### src/rtl/progmem_reader_if.sv
// -----------------------------------------------------------------------------
// progmem_reader_if
// Bundles the program-memory read port and the output word stream of
// progmem_reader.
//   mst_address     word address of the current read (initiator -> memory)
//   mst_read        read request, held until accepted
//   mst_readdata    returned word (memory -> initiator)
//   mst_response    0 = OK, anything else = error
//   mst_waitrequest memory stall; a read is accepted when it is low
//   out_data        head word of the output buffer
//   out_valid       output buffer non-empty
//   out_ready       consumer takes the head word when high with out_valid
// Modports: master = reader side, slave = memory/consumer side.
// -----------------------------------------------------------------------------
interface progmem_reader_if #(
  parameter int unsigned ADDR_W = 10
);
  logic [ADDR_W-1:0] mst_address;
  logic              mst_read;
  logic [31:0]       mst_readdata;
  logic [1:0]        mst_response;
  logic              mst_waitrequest;
  logic [31:0]       out_data;
  logic              out_valid;
  logic              out_ready;

  modport master (
    output mst_address,
    output mst_read,
    input  mst_readdata,
    input  mst_response,
    input  mst_waitrequest,
    output out_data,
    output out_valid,
    input  out_ready
  );

  modport slave (
    input  mst_address,
    input  mst_read,
    output mst_readdata,
    output mst_response,
    output mst_waitrequest,
    input  out_data,
    input  out_valid,
    output out_ready
  );
endinterface

### src/rtl/progmem_reader.sv
// -----------------------------------------------------------------------------
// progmem_reader
// Burst reader for the program memory. On start it fetches word_count words
// beginning at start_addr, one read at a time with a one-cycle gap between
// reads, and queues the returned words in a small FIFO for a valid/ready
// consumer. A read is only issued while the FIFO has room, so the consumer
// back-pressures the memory side without ever losing a word.
//
// Ports:
//   clk, rst          clock, asynchronous active-high reset
//   start             one-cycle burst request (ignored unless idle)
//   start_addr        first word address
//   word_count        number of words (0..2^ADDR_W)
//   busy              burst in progress
//   done              one-cycle pulse at end of burst
//   error             sticky bad-response/timeout flag, cleared by next start
//   bus               progmem_reader_if.master (memory port + output stream)
//
// Build option:
//   PROGMEM_READER_TIMEOUT_EN  adds an 8-bit stall counter; a read stalled by
//                              waitrequest for 255 cycles is abandoned with
//                              error set. Without it a read waits forever.
// -----------------------------------------------------------------------------
module progmem_reader #(
  parameter int unsigned ADDR_W     = 10,
  parameter int unsigned FIFO_DEPTH = 4
) (
  input  logic              clk,
  input  logic              rst,
  input  logic              start,
  input  logic [ADDR_W-1:0] start_addr,
  input  logic [ADDR_W:0]   word_count,
  output logic              busy,
  output logic              done,
  output logic              error,
  progmem_reader_if.master  bus
);

  localparam int unsigned PTR_W = (FIFO_DEPTH > 1) ? $clog2(FIFO_DEPTH) : 1;
  localparam int unsigned CNT_W = PTR_W + 1;
  localparam int unsigned WC_W  = ADDR_W + 1;

  localparam logic [1:0] IDLE   = 2'd0;
  localparam logic [1:0] REQ    = 2'd1;
  localparam logic [1:0] GAP    = 2'd2;
  localparam logic [1:0] FINISH = 2'd3;

  // Control state
  logic [1:0]        state_q, state_d;
  logic [ADDR_W-1:0] addr_q, addr_d;
  logic [WC_W-1:0]   remain_q, remain_d;
  logic              read_q, read_d;
  logic              error_d;

  // Output FIFO
  logic [FIFO_DEPTH-1:0][31:0] mem_q;
  logic [PTR_W-1:0]            wr_ptr_q, rd_ptr_q;
  logic [CNT_W-1:0]            count_q, count_d;
  logic                        valid_q;

  logic accept_c, resp_ok_c, push_c, pop_c, tmo_hit_c;

  assign accept_c  = read_q & ~bus.mst_waitrequest;
  assign resp_ok_c = (bus.mst_response == 2'b00);
  assign push_c    = accept_c & resp_ok_c;
  assign pop_c     = valid_q & bus.out_ready;
  assign count_d   = count_q + CNT_W'(push_c) - CNT_W'(pop_c);

`ifdef PROGMEM_READER_TIMEOUT_EN
  // Consecutive stalled-read cycles; the 255th stalled cycle gives up.
  logic [7:0] tmo_q, tmo_d;

  assign tmo_hit_c = read_q & bus.mst_waitrequest & (tmo_q == 8'd254);

  always_comb begin
    tmo_d = 8'd0;
    if ((state_q == REQ) && read_q && bus.mst_waitrequest && !tmo_hit_c) begin
      tmo_d = tmo_q + 8'd1;
    end
  end

  always_ff @(posedge clk or posedge rst) begin
    if (rst) begin
      tmo_q <= 8'd0;
    end else begin
      tmo_q <= tmo_d;
    end
  end
`else
  assign tmo_hit_c = 1'b0;
`endif

  // Next-state logic for the burst sequencer
  always_comb begin
    state_d  = state_q;
    addr_d   = addr_q;
    remain_d = remain_q;
    error_d  = error;
    case (state_q)
      IDLE: begin
        if (start) begin
          addr_d   = start_addr;
          remain_d = word_count;
          error_d  = 1'b0;
          state_d  = (word_count == '0) ? FINISH : REQ;
        end
      end
      REQ: begin
        if (accept_c) begin
          if (resp_ok_c) begin
            addr_d   = addr_q + ADDR_W'(1);
            remain_d = remain_q - WC_W'(1);
            state_d  = GAP;
          end else begin
            error_d  = 1'b1;
            remain_d = '0;
            state_d  = FINISH;
          end
        end else if (tmo_hit_c) begin
          error_d  = 1'b1;
          remain_d = '0;
          state_d  = FINISH;
        end
      end
      GAP: begin
        state_d = (remain_q == '0) ? FINISH : REQ;
      end
      FINISH: begin
        state_d = IDLE;
      end
      default: begin
        state_d = IDLE;
      end
    endcase

    // An outstanding read is held until accepted; a new one needs FIFO room
    // as it will stand after this cycle's push/pop.
    read_d = (state_d == REQ) && (read_q || (count_d < CNT_W'(FIFO_DEPTH)));
  end

  // Sequencer registers and registered status outputs
  always_ff @(posedge clk or posedge rst) begin
    if (rst) begin
      state_q  <= IDLE;
      addr_q   <= '0;
      remain_q <= '0;
      read_q   <= 1'b0;
      busy     <= 1'b0;
      done     <= 1'b0;
      error    <= 1'b0;
    end else begin
      state_q  <= state_d;
      addr_q   <= addr_d;
      remain_q <= remain_d;
      read_q   <= read_d;
      busy     <= (state_d != IDLE);
      done     <= (state_d == FINISH);
      error    <= error_d;
    end
  end

  // Output FIFO; a push never meets a full FIFO because a read is only
  // launched with room available and only one read is ever outstanding.
  always_ff @(posedge clk or posedge rst) begin
    if (rst) begin
      mem_q    <= '0;
      wr_ptr_q <= '0;
      rd_ptr_q <= '0;
      count_q  <= '0;
      valid_q  <= 1'b0;
    end else begin
      if (push_c) begin
        mem_q[wr_ptr_q] <= bus.mst_readdata;
        wr_ptr_q        <= wr_ptr_q + PTR_W'(1);
      end
      if (pop_c) begin
        rd_ptr_q <= rd_ptr_q + PTR_W'(1);
      end
      count_q <= count_d;
      valid_q <= (count_d != '0);
    end
  end

  assign bus.mst_read    = read_q;
  assign bus.mst_address = addr_q;
  assign bus.out_data    = mem_q[rd_ptr_q];
  assign bus.out_valid   = valid_q;

endmodule
### src/flat_wrapper.sv
// flat-port wrapper written by rule: the top's interface ports become plain ports
module progmem_reader_flat 
#(
  parameter int unsigned ADDR_W     = 10,
  parameter int unsigned FIFO_DEPTH = 4
)
  (clk, rst, start, start_addr, word_count, busy, done, error, bus_mst_address, bus_mst_read, bus_mst_readdata, bus_mst_response, bus_mst_waitrequest, bus_out_data, bus_out_valid, bus_out_ready);
  progmem_reader_if #(.ADDR_W(ADDR_W)) bus_i ();
  input  logic clk;
  input  logic rst;
  input  logic start;
  input  logic [ADDR_W-1:0] start_addr;
  input  logic [ADDR_W:0] word_count;
  output logic busy;
  output logic done;
  output logic error;
  output wire logic [$bits(bus_i.mst_address)-1:0] bus_mst_address;
  output wire logic [$bits(bus_i.mst_read)-1:0] bus_mst_read;
  input wire logic [$bits(bus_i.mst_readdata)-1:0] bus_mst_readdata;
  input wire logic [$bits(bus_i.mst_response)-1:0] bus_mst_response;
  input wire logic [$bits(bus_i.mst_waitrequest)-1:0] bus_mst_waitrequest;
  output wire logic [$bits(bus_i.out_data)-1:0] bus_out_data;
  output wire logic [$bits(bus_i.out_valid)-1:0] bus_out_valid;
  input wire logic [$bits(bus_i.out_ready)-1:0] bus_out_ready;
  assign bus_mst_address = bus_i.mst_address;
  assign bus_mst_read = bus_i.mst_read;
  assign bus_i.mst_readdata = bus_mst_readdata;
  assign bus_i.mst_response = bus_mst_response;
  assign bus_i.mst_waitrequest = bus_mst_waitrequest;
  assign bus_out_data = bus_i.out_data;
  assign bus_out_valid = bus_i.out_valid;
  assign bus_i.out_ready = bus_out_ready;
  progmem_reader #(.ADDR_W(ADDR_W), .FIFO_DEPTH(FIFO_DEPTH)) u_core (.clk(clk), .rst(rst), .start(start), .start_addr(start_addr), .word_count(word_count), .busy(busy), .done(done), .error(error), .bus(bus_i));
endmodule
### config.mk
export PLATFORM = sky130hd
export DESIGN_NAME = progmem_reader_flat
export DESIGN_NICKNAME = d
export VERILOG_FILES = /design/src/rtl/progmem_reader_if.sv /design/src/rtl/progmem_reader.sv /design/src/flat_wrapper.sv
export SDC_FILE = /design/constraint.sdc
export NUM_CORES = 1
export LEC_CHECK = 0
export ABC_AREA = 1
export CAP_MARGIN = 20
export CORE_MARGIN = 2
export CORE_UTILIZATION = 35
export DETAILED_ROUTE_END_ITERATION = 7
export PLACE_DENSITY = 0.55
export SYNTH_ARGS = -nofsm -noshare
export SYNTH_HDL_FRONTEND = slang
export SYNTH_SLANG_ARGS = --single-unit
### constraint.sdc
create_clock -name clk -period 6 [get_ports clk]
set_input_delay 1.8 -clock clk [delete_from_list [all_inputs] [get_ports clk]]
set_output_delay 1.8 -clock clk [all_outputs]
set_load 0.1 [all_outputs]
**Word-level counts from Yosys, hierarchy flattened**

Cells that the tools add are included.

- Muxes and demuxes: 23
- Bitwise operators: 4
- Add/sub/neg operators: 6
- Reduce and logical (&&, ||, !) cells: 13
- $lt $le $gt $ge: 4
- Eq/ne operators: 9

Operator list:

| operator | count |
|---|---|
| 128-bit bitwise mux | 1 |
| 32-bit binary-select mux with 2-bit select | 1 |
| 32-bit demux with 2-bit select | 1 |
| 32-bit two-way mux | 2 |
| 11-bit two-way mux | 3 |
| 10-bit two-way mux | 3 |
| 11-bit logical NOT | 2 |
| 11-bit case mux with 2 select lines | 1 |
| 10-bit case mux with 2 select lines | 1 |
| 11-bit by 1-bit subtractor with 11-bit output (second input constant) | 1 |
| 10-bit by 1-bit adder with 10-bit output (second input constant) | 1 |
| 2-bit two-way mux | 4 |
| 2-bit case mux with 4 select lines | 1 |
| 4-bit AND reduction | 2 |
| 2-bit == test (second input constant) | 3 |
| 2-bit by 3-bit less-than comparator with 1-bit output (second input constant) | 2 |
| 2-bit by 1-bit adder with 2-bit output (second input constant) | 2 |
| 2-bit by 1-bit == test with 1-bit output (second input constant) | 2 |
| 2-bit logical NOT | 2 |
| 1-bit two-way mux | 4 |
| 2-bit by 1-bit != test with 1-bit output (second input constant) | 2 |
| 2-bit != test (second input constant) | 2 |
| 2-bit nonzero test | 2 |
| 3-bit by 1-bit adder with 3-bit output | 1 |
| other kinds (10) | 13 |

- Register bits: 163

**Logic depth before layout (Yosys ltp)**

Gate-level depths: netlist of the first run.

- Depth in word-level cells: 8
- Gate-level depth with buffers: 11
- Gate-level depth less buffers: 11

**Worst setup path after synthesis of the first run**

Ideal clock, no wire load.

- Kind: register to output
- Start point: reg u_core.rd_ptr_q[0]
- End point: out bus_out_data[10]
- Data required time: 4.200 ns
- Stages on the path, launching flop included: 7
- Slack: 1.665 ns
- Arrival time: 2.535 ns
- Buffers on the path: 3
- Cells stage by stage: dfrtp_1 buf_2 inv_1 buf_2 clkbuf_1 o21ai_0 o22ai_1

- Word-level cells in the longest chain between the ends: 2

Ends and longest elaborated chain:

| element | RTL line | text |
|---|---|---|
| from (decl) | progmem_reader.sv:57 | `logic [PTR_W-1:0] wr_ptr_q, rd_ptr_q;` |
| from (signal assigned) | progmem_reader.sv:177 | `rd_ptr_q <= rd_ptr_q + PTR_W'(1);` |
| 32-bit binary-select mux with 2-bit select | progmem_reader.sv:186 | `assign bus.out_data = mem_q[rd_ptr_q];` |
| 32-bit two-way mux (implied by the code) | progmem_reader.sv:186 |  |
| to (decl) | flat_wrapper.sv:22 | `output wire logic [$bits(bus_i.out_data)-1:0] bus_out_data;` |

Every way passes these cells. The select of a mux whose other input is x is not followed.

**Worst setup path in the final report of the first run**

- Start point: reg u_core.rd_ptr_q[1]
- End point: out bus_out_data[18]

The elaborated chain is that of the path after synthesis.

==> results of run 1 <==
==> cells by family (layout without fill, tap and decap cells) <==
| group | Yosys count | count (layout) |
|---|---|---|
| xor+xnor | 8 | 8 |
| compound gates | 267 | 267 |
| buf+inv | 123 | 222 |
| flops | 163 | 163 |
| fa+ha+maj | 10 | 10 |
| simple gates | 333 | 333 |
==> worst max-delay path, stage by stage (launching register included) <==
cell     delay, ns
dfrtp_1       0.37
inv_1         0.44
buf_4         0.33
o21ai_0       0.12
o22ai_1       0.23
buf_4         0.35
==> routing by layer <==
layer / share of wire, % / vias up / global-route usage [%]
li1: - / 3139 / -
met1: 48 / 2910 / 23.66
met2: 47 / 96 / 27.30
met3: 4.2 / 14 / 4.006
met4: 0.94 / 0 / 4.673
met5: 0 / - / 0
==> cells in the final DEF, fill, tap and decap left out, drive strengths merged, types with 3 or more instances in the layout <==
| cell type | instances |
|---|---|
| xnor2 | 3 |
| xor2 | 5 |
| o21ai | 215 |
| nand4 | 5 |
| buf | 41 |
| clkinv | 7 |
| nand3 | 20 |
| clkbuf | 20 |
| inv | 74 |
| clkdlybuf4s50 | 74 |
| dfrtp | 163 |
| nor2 | 108 |
| a21oi | 12 |
| ha | 9 |
| nand2 | 198 |
| o22ai | 36 |
| bufinv | 4 |
==> cells in the mapped netlist, types with 3 or more instances <==
cell / count / area, sq um
inv_1: 69 / 259.0
nor2_1: 105 / 394.1
nand2_2: 7 / 43.79
o21ai_2: 4 / 35.03
buf_2: 11 / 55.05
ha_1: 9 / 112.6
nand4_1: 5 / 31.28
nand2_1: 189 / 709.4
nand3_1: 20 / 100.1
o22ai_1: 34 / 212.7
dfrtp_1: 163 / 4079
xor2_1: 5 / 43.79
o21ai_0: 198 / 991.0
xnor2_1: 3 / 26.28
clkbuf_1: 35 / 131.4
a21oi_1: 11 / 55.05
inv_2: 4 / 15.01
o21ai_1: 12 / 60.06
==> through the flow <==
stage / std cells / utilization [%]
final: 1278 / 44.69
after global routing: 1278 / 44.69
after CTS: 1276 / 44.46
after detailed placement: 1244 / 41.49
after global placement: 1244 / 41.49
after floorplan: 904 / -
==> sequential cells by signal (all words and copies together), names as in the netlist <==
signal	count
u_core.rd_ptr_q	2
u_core.error	1
u_core.wr_ptr_q	2
u_core.bus.out_valid	1
u_core.remain_q	11
u_core.bus.mst_address	10
u_core.bus.mst_read	1
u_core.done	1
u_core.state_q	2
u_core.count_q	3
u_core.mem_q	128
u_core.busy	1
==> final cells by class <==
cell class / instances / area [sq um] / area share, %
clock buffers: 20 / 446.7 / 4.740
repair buffers: 115 / 1094 / 11.60
inverters: 75 / 290.3 / 3.080
flip-flops and latches: 163 / 4080 / 43.30
clock inverters: 12 / 181.4 / 1.925
multi-input cells: 618 / 2988 / 31.70
well taps: 275 / 344.1 / 3.651
==> final timing paths <==
path                                  endpoint  cells past startpoint
min in group asynchronous     u_core.mem_q[55]                      3
max in group asynchronous     u_core.mem_q[94]                      3
min reg2reg                   u_core.mem_q[53]                      2
min                           u_core.mem_q[53]                      2
max                           bus_out_data[18]                      5
max reg2reg                u_core.bus.mst_read                     11
==> results_dict.tcl, run 1 <==
set metrics [dict create \
    drc 0 \
    grt_pass1_wl_microns 30630 \
    cts-root-buf "clkbuf_16" \
    synth_compound_gate_area_share_pct 18.93 \
    synth.cell_area_sq_um 7562 \
    yosysSeqAreaShare_pct 53.94 \
    ys.flop_type "dfrtp_1" \
    clkSinkCount 163 \
    period_share_pct 67.94 \
    slew_viol_final 0 \
    regToRegStartpoint "u_core.bus.out_valid" \
    avgSynthCellArea_sq_um 8.365 \
    crit_required_ns 4.20 \
    synth_xor_area_share_pct 0.9265 \
    synth.area.mux_share_pct 0 \
    clock-skew-final_ns 0.01054 \
    synth.distinct_cells 30 \
    wirelength_microns 18360 \
    yosys.area_share.simple_pct 17.90 \
    hold_violations 0 \
    routed-via-count 6159 \
    overflow 0 \
    cts_resized 0 \
    worstPathMaxFanout 17 \
    startpoint_type "flop" \
    design_area_sq_um 9424 \
    fillers 2109 \
    synthArstFlopShare_pct 100.0 \
    crit_path_end_kind "output pin" \
    setup_ws_ns 1.923 \
    antenna_found_initial 0 \
    synthAdderAreaFrac_pct 1.754 \
    grt_pass1_vias 5944 \
    outcome "complete, no violations" \
    hpwlAfterDp_microns 11190 \
    synth_top_family_by_area "compound AO/OA/AOI/OAI gates" \
    postCtsSetupBuffers 0 \
    dieArea_sq_um 22800 \
    gp_congestion 0.7622 \
    cts_inserted_buffers 17 \
    ys_warn_count 0 \
    synth-edff-count 0 \
    cp-startpoint "u_core.rd_ptr_q[1]" \
    io_buffers 106 \
    hold_buffers 0 \
    drtIter0Drc 402 \
    maxSlewHeadroom_pct 32.23 \
    worst_slew_pin_slew_ns 1.013 \
    io_pins 107 \
    viasPerCell 4.819 \
    place_area_sq_um 8748 \
    wl_per_cell_microns 14.37 \
    cts_tree "yes" \
    min-delay-start "u_core.mem_q[53]" \
    finalSetupViolCount 0 \
    grtUsageTotal_pct 17.18 \
    fmax_ghz 0.2453 \
    tns_ns 0 \
    fin_crit_ns 4.077 \
    nets 1060 \
    syn_nets 974 \
    synthCells 904 \
    die_h_microns 151.0 \
    ff2ff_setup_slack_ns 4.01 \
    worstHoldPathType "flop to flop" \
    ys_ff_latch 163 \
    drive_gt1_share_pct 9.970 \
    clkLatencyLatePin_ns 0.42 \
    ant_nets 0 \
    rsz0062_at_grt "no" \
    h-tree-depth 4 \
    syn_to_final_growth_pct 24.62 \
    rows 53 \
    crit_type "flop to output pin" \
    antennaDiodeCount 0 \
    drv_cap 0 \
    coreArea_sq_um 21090 \
    holdWs_ns 0.4761 \
    grt_max_degree 164 \
    path_clk_slew_ns 0.07 \
    dr.pass1.iters 4 \
    die_w_microns 151.0 \
    cts.path.max_buffers 2 \
    arrival_ns 2.28 \
    place_ws_ns 2.045 \
    start_util_pct 35.86 \
]
Power of run 1 is left out: the tool's default activity adds up to more than one toggle a clock period on the data nets, which glitch-free logic cannot reach.
==> run 2, diff against run 1 <==
==> constraint.sdc (replaced) <==
create_clock -name clk -period 3.6 [get_ports clk]
set_input_delay 1.08 -clock clk [delete_from_list [all_inputs] [get_ports clk]]
set_output_delay 1.08 -clock clk [all_outputs]
set_load 0.1 [all_outputs]
==> results_dict.tcl, run 2 (synthesis gave the netlist of run 1 again) <==
set metrics [dict create \
    tns_ns 0 \
    grt_pass1_wl_microns 31350 \
    dieArea_sq_um 22800 \
    startpoint_type "flop" \
    dr.pass1.iters 5 \
    place_ws_ns 0.5022 \
    rsz0062_at_grt "no" \
    rows 53 \
    cts_resized 0 \
    postCtsSetupBuffers 0 \
    crit_path_end_kind "output pin" \
    ant_nets 0 \
    die_w_microns 151.0 \
    regArea_sq_um 4080 \
    grt_pass1_vias 6148 \
    wirelength_microns 18650 \
    cp_slowest_cell "buf_4" \
    path_clk_slew_ns 0.06 \
    io_pins 107 \
    hpwlAfterDp_microns 11620 \
    routed-via-count 6208 \
    wl_per_cell_microns 14.57 \
    max_stage_delay_ns 0.54 \
    cts_inserted_buffers 17 \
    worst_slew_pin_slew_ns 0.6711 \
    crit_chain "buf_4, o21ai_0, o22ai_1, buf_12" \
    drive_gt1_share_pct 13.43 \
    drc 0 \
    die_h_microns 151.0 \
    viasPerCell 4.850 \
    cts_tree "yes" \
    cts-root-buf "clkbuf_16" \
    coreArea_sq_um 21090 \
    crit_required_ns 2.52 \
    finalSetupViolCount 0 \
    overflow 0 \
    outcome "complete, no violations" \
    maxSlewHeadroom_pct 55.26 \
    period_share_pct 90.55 \
    largest_register_ffs 128 \
    gp_congestion 0.7989 \
    final_common_cell "o21ai_0" \
    antennaDiodeCount 0 \
    io_buffers 106 \
    grt_max_degree 98 \
    slew_viol_final 0 \
    worstHoldPathType "flop to flop" \
    regMostFlops "u_core.mem_q" \
    arrival_ns 2.18 \
    clock-skew-final_ns 0.006333 \
    multi_input_area_sq_um 3113 \
    fin_crit_ns 3.260 \
    drv_cap 0 \
    grtUsageTotal_pct 17.48 \
    worstPathMaxFanout 65 \
    clkLatencyLatePin_ns 0.41 \
    syn_to_final_growth_pct 30.61 \
    hold_buffers 0 \
    drtIter0Drc 404 \
    crit_type "flop to output pin" \
    setup_ws_ns 0.3402 \
    fillers 2089 \
    fmax_ghz 0.3068 \
    antenna_found_initial 0 \
    clkSinkCount 163 \
    nets 1065 \
    cts.path.max_buffers 2 \
    h-tree-depth 4 \
    start_util_pct 35.86 \
    hold_violations 0 \
    mostFrequentLayoutCells "o21ai_0 (198), nand2_1 (189), dfrtp_1 (162)" \
]
## run 2: cell types whose count changed in the layout (fill, tap and decap cells not counted)
cell	previous run	this run
o22ai_1	34	14
buf_4	38	23
clkinv_4	5	0
buf_12	2	38
bufinv_16	4	1
clkdlybuf4s50_1	74	59
buf_16	1	0
clkinv_2	2	4
clkbuf_8	1	2
o22ai_2	2	22
clkbuf_1	2	4
## run 2: worst max-delay path: cells and delay by family (launching register included)
kind / cells / cell delay (ns)
flops: 1 / 0.36
compound gates: 2 / 0.61
buf+inv: 2 / 0.77
## run 2: per-stage QoR
stage	util [%]	instances	hold WS, ns	instance area [sq um]
final	46.84	1280	0.4773	9877
after floorplan	-	904	0.4478	7691
after global routing	46.84	1280	0.4977	9877
after CTS	46.84	1280	0.4830	9877
after global placement	44.35	1251	0.4603	9351
after detailed placement	44.35	1251	0.4683	9351
## run 2: final timing paths
kind,startpoint,end,slack (ns),depth (start not counted)
hold / removal,u_core.mem_q[64],u_core.mem_q[64],0.48,2
setup reg to reg,u_core.bus.out_valid,u_core.bus.mst_read,1.62,11
setup / recovery,u_core.rd_ptr_q[0],bus_out_data[0],0.34,4
max in group asynchronous,rst,u_core.mem_q[8],1.97,3
min in group asynchronous,rst,u_core.busy,1.13,3
hold reg to reg,u_core.mem_q[64],u_core.mem_q[64],0.48,2
## run 2: routing by layer
metal / up-vias / wire length (microns) / GRT usage (%)
met1: 2954 / 8995 / 23.90
met3: 8 / 768 / 4.337
met2: 96 / 8728 / 28.16
met5: - / 0 / 0
li1: 3150 / - / -
met4: 0 / 159 / 3.972
## run 2: area by class of cell
cell class	instances	area share, %
multi-input cells	618	31.52
well taps	275	3.484
repair buffers	120	15.43
flip-flops and latches	163	41.31
clock inverters	6	0.5827
inverters	75	2.939
clock buffers	23	4.738
Power of run 2 is left out for the same reason.
==> run 3, diff against run 2 <==
--- a/config.mk
+++ b/config.mk
@@ -6,11 +6,10 @@
 export NUM_CORES = 1
 export LEC_CHECK = 0
 export ABC_AREA = 1
-export CAP_MARGIN = 20
 export CORE_MARGIN = 2
 export CORE_UTILIZATION = 35
 export DETAILED_ROUTE_END_ITERATION = 7
-export PLACE_DENSITY = 0.55
+export SLEW_MARGIN = 20
 export SYNTH_ARGS = -nofsm -noshare
 export SYNTH_HDL_FRONTEND = slang
 export SYNTH_SLANG_ARGS = --single-unit
==> results_dict.tcl, run 3 (synthesis gave the netlist of run 1 again) <==
set metrics [dict create \
    rsz0062_at_grt "no" \
    worst_slew_pin_slew_ns 0.6895 \
    grt_max_degree 66 \
    grt_pass1_wl_microns 31020 \
    drv_cap 0 \
    period_share_pct 89.94 \
    cts_resized 0 \
    crit_required_ns 2.52 \
    cts-root-buf "clkbuf_16" \
    largest_register_ffs 128 \
    drtIter0Drc 395 \
    hold_violations 0 \
    drive_gt1_share_pct 14.06 \
    rows 53 \
    cts.path.max_buffers 2 \
    final_common_cell "o21ai_0" \
    cts_inserted_buffers 17 \
    hold_buffers 0 \
    syn_to_final_growth_pct 31.87 \
    fin_crit_ns 3.238 \
    crit_type "flop to output pin" \
    ant_nets 0 \
    clkLatencyLatePin_ns 0.41 \
    h-tree-depth 4 \
    gp_congestion 0.7996 \
    worstPathMaxFanout 22 \
    io_buffers 106 \
    arrival_ns 2.16 \
    clkSinkCount 163 \
    fillers 2050 \
    viasPerCell 4.918 \
    drc 0 \
    grt_pass1_vias 6179 \
    hpwlAfterDp_microns 11820 \
    startpoint_type "flop" \
    dr.pass1.iters 6 \
    die_h_microns 151.0 \
    routed-via-count 6320 \
    worstHoldPathType "flop to flop" \
    maxSlewHeadroom_pct 54.03 \
    crit_path_end_kind "output pin" \
    wirelength_microns 18470 \
    antennaDiodeCount 0 \
    path_clk_slew_ns 0.06 \
    dieArea_sq_um 22800 \
    start_util_pct 35.86 \
    nets 1069 \
    cts_tree "yes" \
    antenna_found_initial 0 \
    postCtsSetupBuffers 0 \
    overflow 0 \
    wl_per_cell_microns 14.37 \
    fmax_ghz 0.3088 \
    io_pins 107 \
    outcome "complete, no violations" \
    mostFrequentLayoutCells "o21ai_0 (198), nand2_1 (189), dfrtp_1 (162)" \
    die_w_microns 151.0 \
    clock-skew-final_ns 0.008317 \
    regMostFlops "u_core.mem_q" \
    coreArea_sq_um 21090 \
    grtUsageTotal_pct 17.26 \
    finalSetupViolCount 0 \
    tns_ns 0 \
    slew_viol_final 0 \
]
[run 3: cell count changes in the layout (fill, tap and decap cells not counted)]
cell / before / now
inv_6: 0 / 1
clkbuf_8: 2 / 1
bufinv_16: 1 / 5
buf_4: 23 / 30
buf_12: 38 / 35
clkinv_2: 4 / 3
clkbuf_1: 4 / 2
[run 3: layout make-up]
class | instances | area (sq um) | area share, %
Tap cell | 275 | 344.1 | 3.450
Multi-Input combinational cell | 618 | 3113 | 31.22
Clock inverter | 10 | 181.4 | 1.819
Sequential cell | 163 | 4080 | 40.92
Timing Repair Buffer | 124 | 1516 | 15.21
Clock buffer | 20 | 446.7 | 4.479
Inverter | 75 | 290.3 | 2.911
[run 3: metal layers]
| layer | vias up | track usage (%) | routed length, microns |
|---|---|---|---|
| met3 | 15 | 4.548 | 1046 |
| met2 | 156 | 27.27 | 8491 |
| li1 | 3155 | - | - |
| met4 | 0 | 4.907 | 246 |
| met1 | 2994 | 23.50 | 8680 |
| met5 | - | 0 | 0 |
[run 3: worst max-delay path: stages (launching register included)]
cell and delay [ns]:
dfrtp_2 0.40, inv_2 0.33, buf_4 0.34, o21ai_0 0.11, o22ai_1 0.31, buf_12 0.23
[run 3: stage by stage]
step	setup WS (ns)	std cells	util (%)	hold WS, ns	area, sq um
after detailed placement	0.4452	1255	44.31	0.4679	9344
after CTS	0.3547	1285	47.29	0.4837	9972
after global routing	0.2303	1285	47.29	0.4947	9972
final	0.3621	1285	47.29	0.4773	9972
after global placement	0.4771	1255	44.31	0.4612	9344
after floorplan	0.09979	904	-	0.4478	7691
[run 3: path summary, 6_finish.rpt]
| path | from | endpoint | slack [ns] | depth (start not counted) |
|---|---|---|---|---|
| min in group asynchronous | rst | u_core.remain_q[4] | 1.09 | 2 |
| hold reg to reg | u_core.mem_q[47] | u_core.mem_q[47] | 0.48 | 2 |
| hold / removal | u_core.mem_q[47] | u_core.mem_q[47] | 0.48 | 2 |
| setup / recovery | u_core.rd_ptr_q[0] | bus_out_data[29] | 0.36 | 5 |
| max in group asynchronous | rst | u_core.mem_q[72] | 1.81 | 3 |
| setup reg to reg | u_core.bus.out_valid | u_core.bus.mst_read | 1.49 | 11 |
Power of run 3 is left out for the same reason.
